**src/rtl/dkongjr_pkg.sv**
```systemverilog
// rtl/dkongjr_pkg.sv - shared state type and constants for the object DMA
package dkongjr_pkg;

  localparam int OBJ_AW = 10;
  localparam int SRC_AW = 16;

  localparam logic [SRC_AW-1:0] SRC_BASE_DEF = 16'h6900;
  localparam logic [OBJ_AW-1:0] DST_BASE_DEF = 10'h000;
  localparam int                LEN_DEF      = 384;

  typedef enum logic [2:0] {
    IDLE,
    REQ,
    RD,
    LAT,
    WR,
    REL
  } dma_state_t;

endpackage

```
**src/rtl/dkongjr_obj_dma_if.sv**
```systemverilog
// rtl/dkongjr_obj_dma_if.sv - Z80 bus grant, work-RAM read and object-RAM write port bundle
interface dkongjr_obj_dma_if;
  import dkongjr_pkg::*;

  logic              I_BUSAKn;
  logic [7:0]        I_SRC_DB;
  logic              O_BUSRQn;
  logic [SRC_AW-1:0] O_SRC_AB;
  logic              O_SRC_RDn;
  logic [OBJ_AW-1:0] O_OBJ_AB;
  logic [7:0]        O_OBJ_DB;
  logic              O_OBJ_WRn;
  logic              O_OBJ_RQn;

  modport master (
    input  I_BUSAKn, I_SRC_DB,
    output O_BUSRQn, O_SRC_AB, O_SRC_RDn, O_OBJ_AB, O_OBJ_DB, O_OBJ_WRn, O_OBJ_RQn
  );

  modport slave (
    output I_BUSAKn, I_SRC_DB,
    input  O_BUSRQn, O_SRC_AB, O_SRC_RDn, O_OBJ_AB, O_OBJ_DB, O_OBJ_WRn, O_OBJ_RQn
  );

endinterface

```
**src/rtl/dkongjr_obj_dma.sv**
```systemverilog
// rtl/dkongjr_obj_dma.sv - copies the sprite table from work RAM to object RAM under a Z80 bus grant
module dkongjr_obj_dma
  import dkongjr_pkg::*;
#(
  parameter logic [SRC_AW-1:0] SRC_BASE = SRC_BASE_DEF,
  parameter logic [OBJ_AW-1:0] DST_BASE = DST_BASE_DEF,
  parameter int                LEN      = LEN_DEF
) (
  input  logic               CLK_12M,
  input  logic               RST_4L,
  input  logic               I_START,
  dkongjr_obj_dma_if.master  bus,
  output logic               O_BUSY,
  output logic               O_DONE
);

  localparam logic [8:0] IDX_LAST = 9'(LEN - 1);

  dma_state_t        state_q, state_d;
  logic [8:0]        idx_q, idx_d;
  logic [7:0]        lat_q, lat_d;
  logic              busrqn_q, busrqn_d;
  logic              srcrdn_q, srcrdn_d;
  logic              objwrn_q, objwrn_d;
  logic              objrqn_q, objrqn_d;
  logic [SRC_AW-1:0] src_ab_q, src_ab_d;
  logic [OBJ_AW-1:0] obj_ab_q, obj_ab_d;
  logic [7:0]        obj_db_q, obj_db_d;
  logic              busy_q, busy_d;
  logic              done_q, done_d;
  logic              in_xfer;

  always_comb begin
    state_d = state_q;
    idx_d   = idx_q;
    lat_d   = lat_q;

    case (state_q)
      IDLE: if (I_START) begin
        state_d = REQ;
        idx_d   = '0;
      end
      REQ: if (!bus.I_BUSAKn) state_d = RD;
      // Losing the grant mid-read retries the same byte after re-acquiring the bus.
      RD:  state_d = bus.I_BUSAKn ? REQ : LAT;
      LAT: begin
        lat_d   = bus.I_SRC_DB;
        state_d = WR;
      end
      WR: if (idx_q == IDX_LAST) begin
        state_d = REL;
      end else begin
        idx_d   = idx_q + 9'd1;
        state_d = RD;
      end
      REL: if (bus.I_BUSAKn) state_d = IDLE;
      default: state_d = IDLE;
    endcase

    // Outputs are registered from the next state so they line up with the state they describe.
    in_xfer  = (state_d == RD) || (state_d == LAT) || (state_d == WR);
    busrqn_d = !(in_xfer || (state_d == REQ));
    objrqn_d = !in_xfer;
    srcrdn_d = !((state_d == RD) || (state_d == LAT));
    objwrn_d = (state_d != WR);
    src_ab_d = SRC_BASE + {7'd0, idx_d};
    obj_ab_d = DST_BASE + {1'b0, idx_d};
    obj_db_d = lat_d;
    busy_d   = (state_d != IDLE);
    done_d   = (state_q == REL) && (state_d == IDLE);
  end

  always_ff @(posedge CLK_12M or negedge RST_4L) begin
    if (!RST_4L) begin
      state_q  <= IDLE;
      idx_q    <= '0;
      lat_q    <= '0;
      busrqn_q <= 1'b1;
      srcrdn_q <= 1'b1;
      objwrn_q <= 1'b1;
      objrqn_q <= 1'b1;
      src_ab_q <= SRC_BASE;
      obj_ab_q <= DST_BASE;
      obj_db_q <= '0;
      busy_q   <= 1'b0;
      done_q   <= 1'b0;
    end else begin
      state_q  <= state_d;
      idx_q    <= idx_d;
      lat_q    <= lat_d;
      busrqn_q <= busrqn_d;
      srcrdn_q <= srcrdn_d;
      objwrn_q <= objwrn_d;
      objrqn_q <= objrqn_d;
      src_ab_q <= src_ab_d;
      obj_ab_q <= obj_ab_d;
      obj_db_q <= obj_db_d;
      busy_q   <= busy_d;
      done_q   <= done_d;
    end
  end

  assign bus.O_BUSRQn  = busrqn_q;
  assign bus.O_SRC_AB  = src_ab_q;
  assign bus.O_SRC_RDn = srcrdn_q;
  assign bus.O_OBJ_AB  = obj_ab_q;
  assign bus.O_OBJ_DB  = obj_db_q;
  assign bus.O_OBJ_WRn = objwrn_q;
  assign bus.O_OBJ_RQn = objrqn_q;
  assign O_BUSY        = busy_q;
  assign O_DONE        = done_q;

endmodule

```
**src/flat_wrapper.sv**
```systemverilog
// flat-port wrapper written by rule: the top's interface ports become plain ports
module dkongjr_obj_dma_flat import dkongjr_pkg::*;
#(
  parameter logic [SRC_AW-1:0] SRC_BASE = SRC_BASE_DEF,
  parameter logic [OBJ_AW-1:0] DST_BASE = DST_BASE_DEF,
  parameter int                LEN      = LEN_DEF
)
  (CLK_12M, RST_4L, I_START, O_BUSY, O_DONE, bus_I_BUSAKn, bus_I_SRC_DB, bus_O_BUSRQn, bus_O_SRC_AB, bus_O_SRC_RDn, bus_O_OBJ_AB, bus_O_OBJ_DB, bus_O_OBJ_WRn, bus_O_OBJ_RQn);
  dkongjr_obj_dma_if bus_i ();
  input  logic CLK_12M;
  input  logic RST_4L;
  input  logic I_START;
  output logic O_BUSY;
  output logic O_DONE;
  input wire logic [$bits(bus_i.I_BUSAKn)-1:0] bus_I_BUSAKn;
  input wire logic [$bits(bus_i.I_SRC_DB)-1:0] bus_I_SRC_DB;
  output wire logic [$bits(bus_i.O_BUSRQn)-1:0] bus_O_BUSRQn;
  output wire logic [$bits(bus_i.O_SRC_AB)-1:0] bus_O_SRC_AB;
  output wire logic [$bits(bus_i.O_SRC_RDn)-1:0] bus_O_SRC_RDn;
  output wire logic [$bits(bus_i.O_OBJ_AB)-1:0] bus_O_OBJ_AB;
  output wire logic [$bits(bus_i.O_OBJ_DB)-1:0] bus_O_OBJ_DB;
  output wire logic [$bits(bus_i.O_OBJ_WRn)-1:0] bus_O_OBJ_WRn;
  output wire logic [$bits(bus_i.O_OBJ_RQn)-1:0] bus_O_OBJ_RQn;
  assign bus_i.I_BUSAKn = bus_I_BUSAKn;
  assign bus_i.I_SRC_DB = bus_I_SRC_DB;
  assign bus_O_BUSRQn = bus_i.O_BUSRQn;
  assign bus_O_SRC_AB = bus_i.O_SRC_AB;
  assign bus_O_SRC_RDn = bus_i.O_SRC_RDn;
  assign bus_O_OBJ_AB = bus_i.O_OBJ_AB;
  assign bus_O_OBJ_DB = bus_i.O_OBJ_DB;
  assign bus_O_OBJ_WRn = bus_i.O_OBJ_WRn;
  assign bus_O_OBJ_RQn = bus_i.O_OBJ_RQn;
  dkongjr_obj_dma #(.SRC_BASE(SRC_BASE), .DST_BASE(DST_BASE), .LEN(LEN)) u_core (.CLK_12M(CLK_12M), .RST_4L(RST_4L), .I_START(I_START), .bus(bus_i), .O_BUSY(O_BUSY), .O_DONE(O_DONE));
endmodule
```
**config.mk**
```make
export PLATFORM = sky130hd
export DESIGN_NAME = dkongjr_obj_dma_flat
export DESIGN_NICKNAME = d
export VERILOG_FILES = /design/src/rtl/dkongjr_pkg.sv /design/src/rtl/dkongjr_obj_dma_if.sv /design/src/rtl/dkongjr_obj_dma.sv /design/src/flat_wrapper.sv
export SDC_FILE = /design/constraint.sdc
export NUM_CORES = 1
export LEC_CHECK = 0
export ABC_AREA = 1
export CAP_MARGIN = 10
export CORE_MARGIN = 8
export CORE_UTILIZATION = 40
export CTS_BUF_LIST = sky130_fd_sc_hd__clkbuf_16
export DETAILED_ROUTE_END_ITERATION = 12
export PLACE_DENSITY_LB_ADDON = 0.05
export SLEW_MARGIN = 20
export SYNTH_ARGS = -nofsm -noshare
export SYNTH_HDL_FRONTEND = slang
export SYNTH_SLANG_ARGS = --single-unit
export TNS_END_PERCENT = 5
```
**constraint.sdc**
```tcl
create_clock -name CLK_12M -period 1.3 [get_ports CLK_12M]
set_input_delay 0.26 -clock CLK_12M [delete_from_list [all_inputs] [get_ports CLK_12M]]
set_output_delay 0.26 -clock CLK_12M [all_outputs]
set_load 0.01 [all_outputs]
```
Word level (Yosys, flattened, before mapping)

Cells that the tools add are included.

Register bits after elaboration: 42
Input bits: 12
Output and inout bits: 40

Add/sub/neg operators: 2
Eq/ne operators: 11
Muxes and demuxes: 9
Reductions and logical operators: 10

Operators by type and width:

| cell                                                | count |
|---|---|
| two-way mux 9 bit                                   | 2 |
| case mux 3 bit (6 select lines)                     | 1 |
| case mux 9 bit (2 select lines)                     | 1 |
| adder 15 x 9 -> 16 bit, first input constant        | 1 |
| equality test 3 x 2 -> 1 bit, second input constant | 4 |
| two-way mux 3 bit                                   | 4 |
| adder 9 x 1 -> 9 bit, second input constant         | 1 |
| equality test 3 bit, second input constant          | 3 |
| equality test 9 bit, second input constant          | 1 |
| equality test 3 x 1 -> 1 bit, second input constant | 2 |
| logical NOT 3 bit                                   | 2 |
| logical NOT 1 bit                                   | 3 |
| logical OR 1 bit                                    | 3 |
| inequality test 3 bit, second input constant        | 1 |
| nonzero test 3 bit                                  | 1 |
| two-way mux 2 bit                                   | 1 |
| logical AND 1 bit                                   | 1 |

Longest topological paths before layout

Gate-level depths: netlist of run 1.

Depth after elaboration: 8
Gate-level depth with buffers: 9

Least setup slack after synthesis of run 1

OpenSTA, ideal clock, no wires.

Path kind: flip-flop to flip-flop
Start: register (tool-made name)
End: register u_core.done_q, in the netlist u_core.O_DONE
Setup time: 113 ps
Arrival time: 1298 ps
Required time: 1187 ps
Setup slack: -112 ps
Stages on the path, launching flop included: 9
Path buffers: 0
Path through: dfrtp_1 > ha_1 > nand3_1 > nor2_4 > nand3_1 > nand2_2 > nor2_2 > nand3_4 > nor2_2

RTL lines:

| item                 | line                  | source |
|---|---|---|
| to (signal assigned) | dkongjr_obj_dma.sv:99 | `done_q <= done_d;` |
| to (decl)            | dkongjr_obj_dma.sv:30 | `logic done_q, done_d;` |

==> results of run 1 <==
[cells by family after synthesis]
kind of cell	Yosys count	synth area share [%]
AND/OR/NAND/NOR	90	32.0
buffers and inverters	36	13.9
flip-flops	27	46.6
AO/OA/AOI/OAI	13	4.96
XOR/XNOR	2	1.20
other	2	0.513
adder cells (fa/ha/maj)	1	0.855
[layout by cell type, fill, tap and decap left out, types with 2 or more instances in the layout]
cell type and instances:
nand2_1 47, dlygate4sd2_1 21, dfrtp_1 16, inv_1 13, nand3_1 12, buf_4 12, clkdlybuf4s50_1 11, nor2_1 9
conb_1 7, dfrtp_2 6, clkdlybuf4s15_1 6, a21oi_1 5, dfstp_2 5, inv_2 4, o21ai_0 4, buf_2 4
nor2_4 3, nor2_2 3, nand2_4 3, clkbuf_16 3, nand2_2 2, nand3_4 2, nand4_1 2, nand3_2 2
xor2_1 2, o211ai_1 2, buf_12 2
[repair_timing]
item	CTS	global route
resized for setup	51	12
endpoints found under the setup margin	41	28
pin swaps	1	1
hold endpoints to repair	0	0
hold buffers	0	0
cloned	0	0
[power by group through the flow]
stage               Clock (mW)  Combinational (mW)  Sequential, mW
CTS                      0.738                1.78            1.35
global route             0.768                1.98            1.39
floorplan                    0               0.909            1.50
finish                   0.714                1.77            1.35
global placement             0                1.96            1.35
detailed placement           0                1.97            1.36
[cell usage after synthesis, drive strengths merged (2+ instances only)]
cell type / instances
a21oi: 5
buf: 17
conb: 2
dfrtp: 22
dfstp: 5
inv: 18
nand2: 53
nand3: 16
nand4: 2
nor2: 16
nor3: 2
o211ai: 2
o21ai: 5
xor2: 2
[how the worst max path moves through the flow]
stage	startpoint	end	slack, ps
after global placement	I_START	register	-60
final	register	u_core.bus.O_BUSRQn	-20
after global routing	u_core.state_q[0]	u_core.O_DONE	-120
after floorplan	register	u_core.O_DONE	-20
after detailed placement	bus_I_BUSAKn	u_core.O_DONE	-50
after CTS	register	bus_O_OBJ_AB[3]	-200
[worst max-delay path: stages (launching register included)]
cell and delay [ps]:
dfrtp_2 400, ha_4 150, nand3_4 90, nor2_4 160, nand2_4 100, nand2_8 90
nand2_4 60, clkinv_4 60, o211ai_1 80, inv_1 70
[layout make-up]
type | instances | area, µm²
clock buffers | 3 | 75.1
well taps | 48 | 60.1
clock inverters | 1 | 7.51
inverters | 19 | 78.8
multi-input cells | 113 | 646
repair buffers | 59 | 533
flip-flops and latches | 27 | 689
fillers | 348 | 1490
[layer usage]
layer  global-route usage [%]  share of wire (%)  up-vias
li1                         -                  -      618
met1                     15.5                 48      566
met2                     19.2                 45       36
met3                     3.42                5.3        5
met4                     4.04                1.5        0
met5                        0                  0        -
==> flow_summary.ini, run 1 <==
[status]
outcome = finished with violations
failed_checks = negative setup slack

[sta]
hold_viol = 0
min_period_over_period_pct = 102
tns_ps = -69.3
setup_viol = 5
maxSlewViolCount = 0
holdWs_ps = 343
grt_setup_unrepaired = true
fmax_ghz = 0.755
min_period_ps = 1320
setup_slack_ps = -23.9
skew_ps = 2.19

[global_route]
antenna_found_initial = 0
grt_use_total_pct = 12.2
grt_max_degree = 28
grt_pass1_vias = 1308
overflow = 0
grt_pass1_wl_mm = 6.00

[route]
via_per_inst = 4.54
drt_iter0_drc = 43
drtAntennaViolNets = 0
wl_mm = 3.39
first_pass_iters = 4
vias = 1225
routedWlPerCell_um = 12.6
drcViolationCount = 0

[power]
intPower_mw = 2.38
pwr-share-comb_pct = 46.2
finalPower_mw = 3.83
p_clk_share_pct = 18.6
leakagePower_nw = 1.07
p_seq_share_pct = 35.2
p_sw_share_pct = 37.8
p_sw_mw = 1.45
powerDensity_nw_per_um2 = 1830
max-vdd-ir-drop_v = 0.000768

[floorplan]
num_io_pins = 52
dieArea_um2 = 5850
core-area_um2 = 3580
row_count = 22
die_width_um = 76.5
fp.dieH_um = 76.5
initial_utilization_pct = 40.9

[placed_design]
dp_slack_ps = -54.1
dpl_cell_area_um2 = 2030
io_buffers = 44
place_congestion = 0.888
dpl.hpwl_mm = 2.64
dp_cells = 266

[layout]
antenna_cells = 0
layout.cells.non_filler = 270
drive_gt1_share_pct = 27.0
area_delta_synth_final_pct = 42.7
nets = 236
fin_util_pct = 58.4
stdcell_area_um2 = 2090

[clock_tree]
cts.sinks = 27
clkLatencyLatePin_ps = 260
cts-buffers-inserted = 3
clk_pin_slew_ps = 70
postCtsSetupBuffers = 0
htreeDepth = 1
cts_tree = built
clock_path_buffers = 2
clock-root-buffer = clkbuf_16

[synthesis]
synth-seq-cells = 27
synth-edff-count = 0
synth.distinct_cells = 27
synth-seq-area-share_pct = 46.6
ys.flop_type = dfrtp_1
netlist_instances = 171
yosys.area.top_type = dfrtp_1
netlist.area_leader.share_pct = 37.6
yosysWarningCount = 0
synth.avg_cell_area_um2 = 8.56
syn_area_um2 = 1460
synth_area_leaders = dfrtp_1, nand2_1, dfstp_2
async_reset_ff_share_pct = 100

[critical_path]
r2r_slack_ps = -20
critPathRequiredTime_ps = 1510
startpoint_type = register
cp-end-kind = register
rr_worst_depth = 9
reg2reg_to = u_core.bus.O_BUSRQn
path_max_fanout = 6
crit_arrival_ps = 1530
worstSetupPathType = reg2reg

[worst_hold_path]
hp-class = in2async

[job]
cap_violations = 0
Note: power is estimated with default switching activity, not from simulation.
==> run 2, diff against run 1 <==
--- a/config.mk
+++ b/config.mk
@@ -16,4 +16,4 @@
 export SYNTH_ARGS = -nofsm -noshare
 export SYNTH_HDL_FRONTEND = slang
 export SYNTH_SLANG_ARGS = --single-unit
-export TNS_END_PERCENT = 5
+export TNS_END_PERCENT = 20
==> run 2 against run 1 <==
Effect of this change: the run still ends with negative setup slack left; wire length increased by 1.3%; sequential power about the same; maximum frequency decreased by 0.54%; sequential share of layout area decreased by 0.73 points; via count increased by 2.0%; clock skew increased by 1.1 ps; cell count increased by 1.9%; die area unchanged; clock power about the same; core utilization increased by 1.3 points; sequential cell count unchanged; worst setup slack got worse by 7.2 ps.
==> flow_summary.ini, run 2 (synthesis results as in run 1) <==
[status]
outcome = finished with violations
failed_checks = negative setup slack

[route]
drt_iter0_drc = 39
first_pass_iters = 4
routedWlPerCell_um = 12.5
vias = 1250
drtAntennaViolNets = 0
wl_mm = 3.44
drcViolationCount = 0
via_per_inst = 4.55

[job]
cap_violations = 0

[clock_tree]
ctsHoldBuffers = 0
cts_tree = built
clock_path_buffers = 2
cts.sinks = 27
clock-root-buffer = clkbuf_16
clkLatencyLatePin_ps = 270
cts-buffers-inserted = 3
htreeDepth = 1
clk_pin_slew_ps = 70

[critical_path]
r2r_slack_ps = -30
cp-end-kind = register
path_max_fanout = 6
reg2reg_to = u_core.bus.O_BUSRQn
worstSetupPathType = reg2reg
rr_worst_depth = 9
startpoint_type = register
critPathRequiredTime_ps = 1510
crit_arrival_ps = 1540

[floorplan]
row_count = 22
initial_utilization_pct = 40.9
dieArea_um2 = 5850
fp.dieH_um = 76.5
die_width_um = 76.5
num_io_pins = 52
core-area_um2 = 3580

[global_route]
antenna_found_initial = 0
grt_max_degree = 28
met3_usage_pct = 3.42
grt_pass1_vias = 1308
overflow = 0
grt_use_total_pct = 12.2
busiest_layer = met2
grt_pass1_wl_mm = 6.00
grt_util_met1_pct = 15.5
gr-usage-met2_pct = 19.2

[sta]
skew_ps = 3.29
min_period_over_period_pct = 102
setup_viol = 4
min_period_ps = 1330
grt_setup_unrepaired = true
setup_slack_ps = -31.1
fmax_ghz = 0.751
holdWs_ps = 342
hold_viol = 0
maxSlewViolCount = 0

[power]
p_clk_share_pct = 18.5
p_seq_share_pct = 34.6
max-vdd-ir-drop_v = 0.000767
finalPower_mw = 3.87
p_sw_mw = 1.44
p_sw_share_pct = 37.1
powerDensity_nw_per_um2 = 1810
leakagePower_nw = 1.11
pwr-share-comb_pct = 46.9
intPower_mw = 2.43

[worst_hold_path]
hp-class = in2async

[layout]
fin_util_pct = 59.7
area_delta_synth_final_pct = 46.0
num-fill-cells = 344
final_common_cell = nand2_1
antenna_cells = 0
multi_input_area_um2 = 647
final_cell_mix = nand2_1, dlygate4sd2_1, dfrtp_1, buf_4, inv_1
nets = 241
drive_gt1_share_pct = 29.5
final-seq-area_um2 = 689

[placed_design]
place_congestion = 0.888
io_buffers = 44
dpl.hpwl_mm = 2.64
-- run 2: changes by cell type in the layout (fill, tap and decap cells not counted), sizes merged --
cell / previous run / this run
clkdlybuf4s15: 6 / 5
buf: 19 / 24
dlygate4sd2: 21 / 22
-- run 2: per-stage QoR --
stage	cells	setup TNS, ps	setup WS [ps]	cell area (µm²)
6_report	275	-80.8	-31.1	2140
5_1_grt	275	-773	-114	2140
4_1_cts	270	-321	-204	2070
3_5_place_dp	266	-255	-54.1	2030
3_3_place_gp	266	-257	-55.5	2030
2_1_floorplan	176	-65.6	-23.1	1520
-- run 2: how the worst max path moves through the flow --
| stage | to |
|---|---|
| detailed placement | u_core.O_DONE |
| floorplan | u_core.O_DONE |
| global route | u_core.O_DONE |
| finish | u_core.bus.O_BUSRQn |
| global placement | register |
| CTS | bus_O_OBJ_AB[3] |
-- run 2: layout make-up --
| type | instances | area share [%] |
|---|---|---|
| tap | 48 | 2.81 |
| clock inverter | 1 | 0.351 |
| timing repair buffer | 64 | 27.2 |
| multi-input combinational | 113 | 30.3 |
| sequential | 27 | 32.3 |
| inverter | 19 | 3.57 |
| clock buffer | 3 | 3.51 |
-- run 2: what timing repair did --
action                                  in CTS  in global routing
gates resized for setup                     51                 12
endpoints found under the setup margin      41                 28
setup buffers                                0                  5
pin swaps                                    1                  5
-- run 2: power groups by stage --
stage	clock, mW	sequential (mW)	combinational (mW)
after floorplan	0	1.50	0.909
after global placement	0	1.35	1.96
after detailed placement	0	1.36	1.97
after CTS	0.738	1.35	1.78
after global routing	0.768	1.38	2.03
final	0.717	1.34	1.81
-- run 2: metal layers --
| layer | up-vias | share of wire [%] |
|---|---|---|
| li1 | 624 | - |
| met1 | 587 | 48 |
| met2 | 34 | 45 |
| met3 | 5 | 5.4 |
| met4 | 0 | 1.5 |
| met5 | - | 0 |
-- run 2: worst max-delay path: stages, from the launching register on --
cell and delay (ps):
dfrtp_2 400, ha_4 150, nand3_4 90, nor2_4 160, nand2_4 100, nand2_8 90
nand2_4 60, clkinv_4 60, o211ai_1 80, inv_1 80
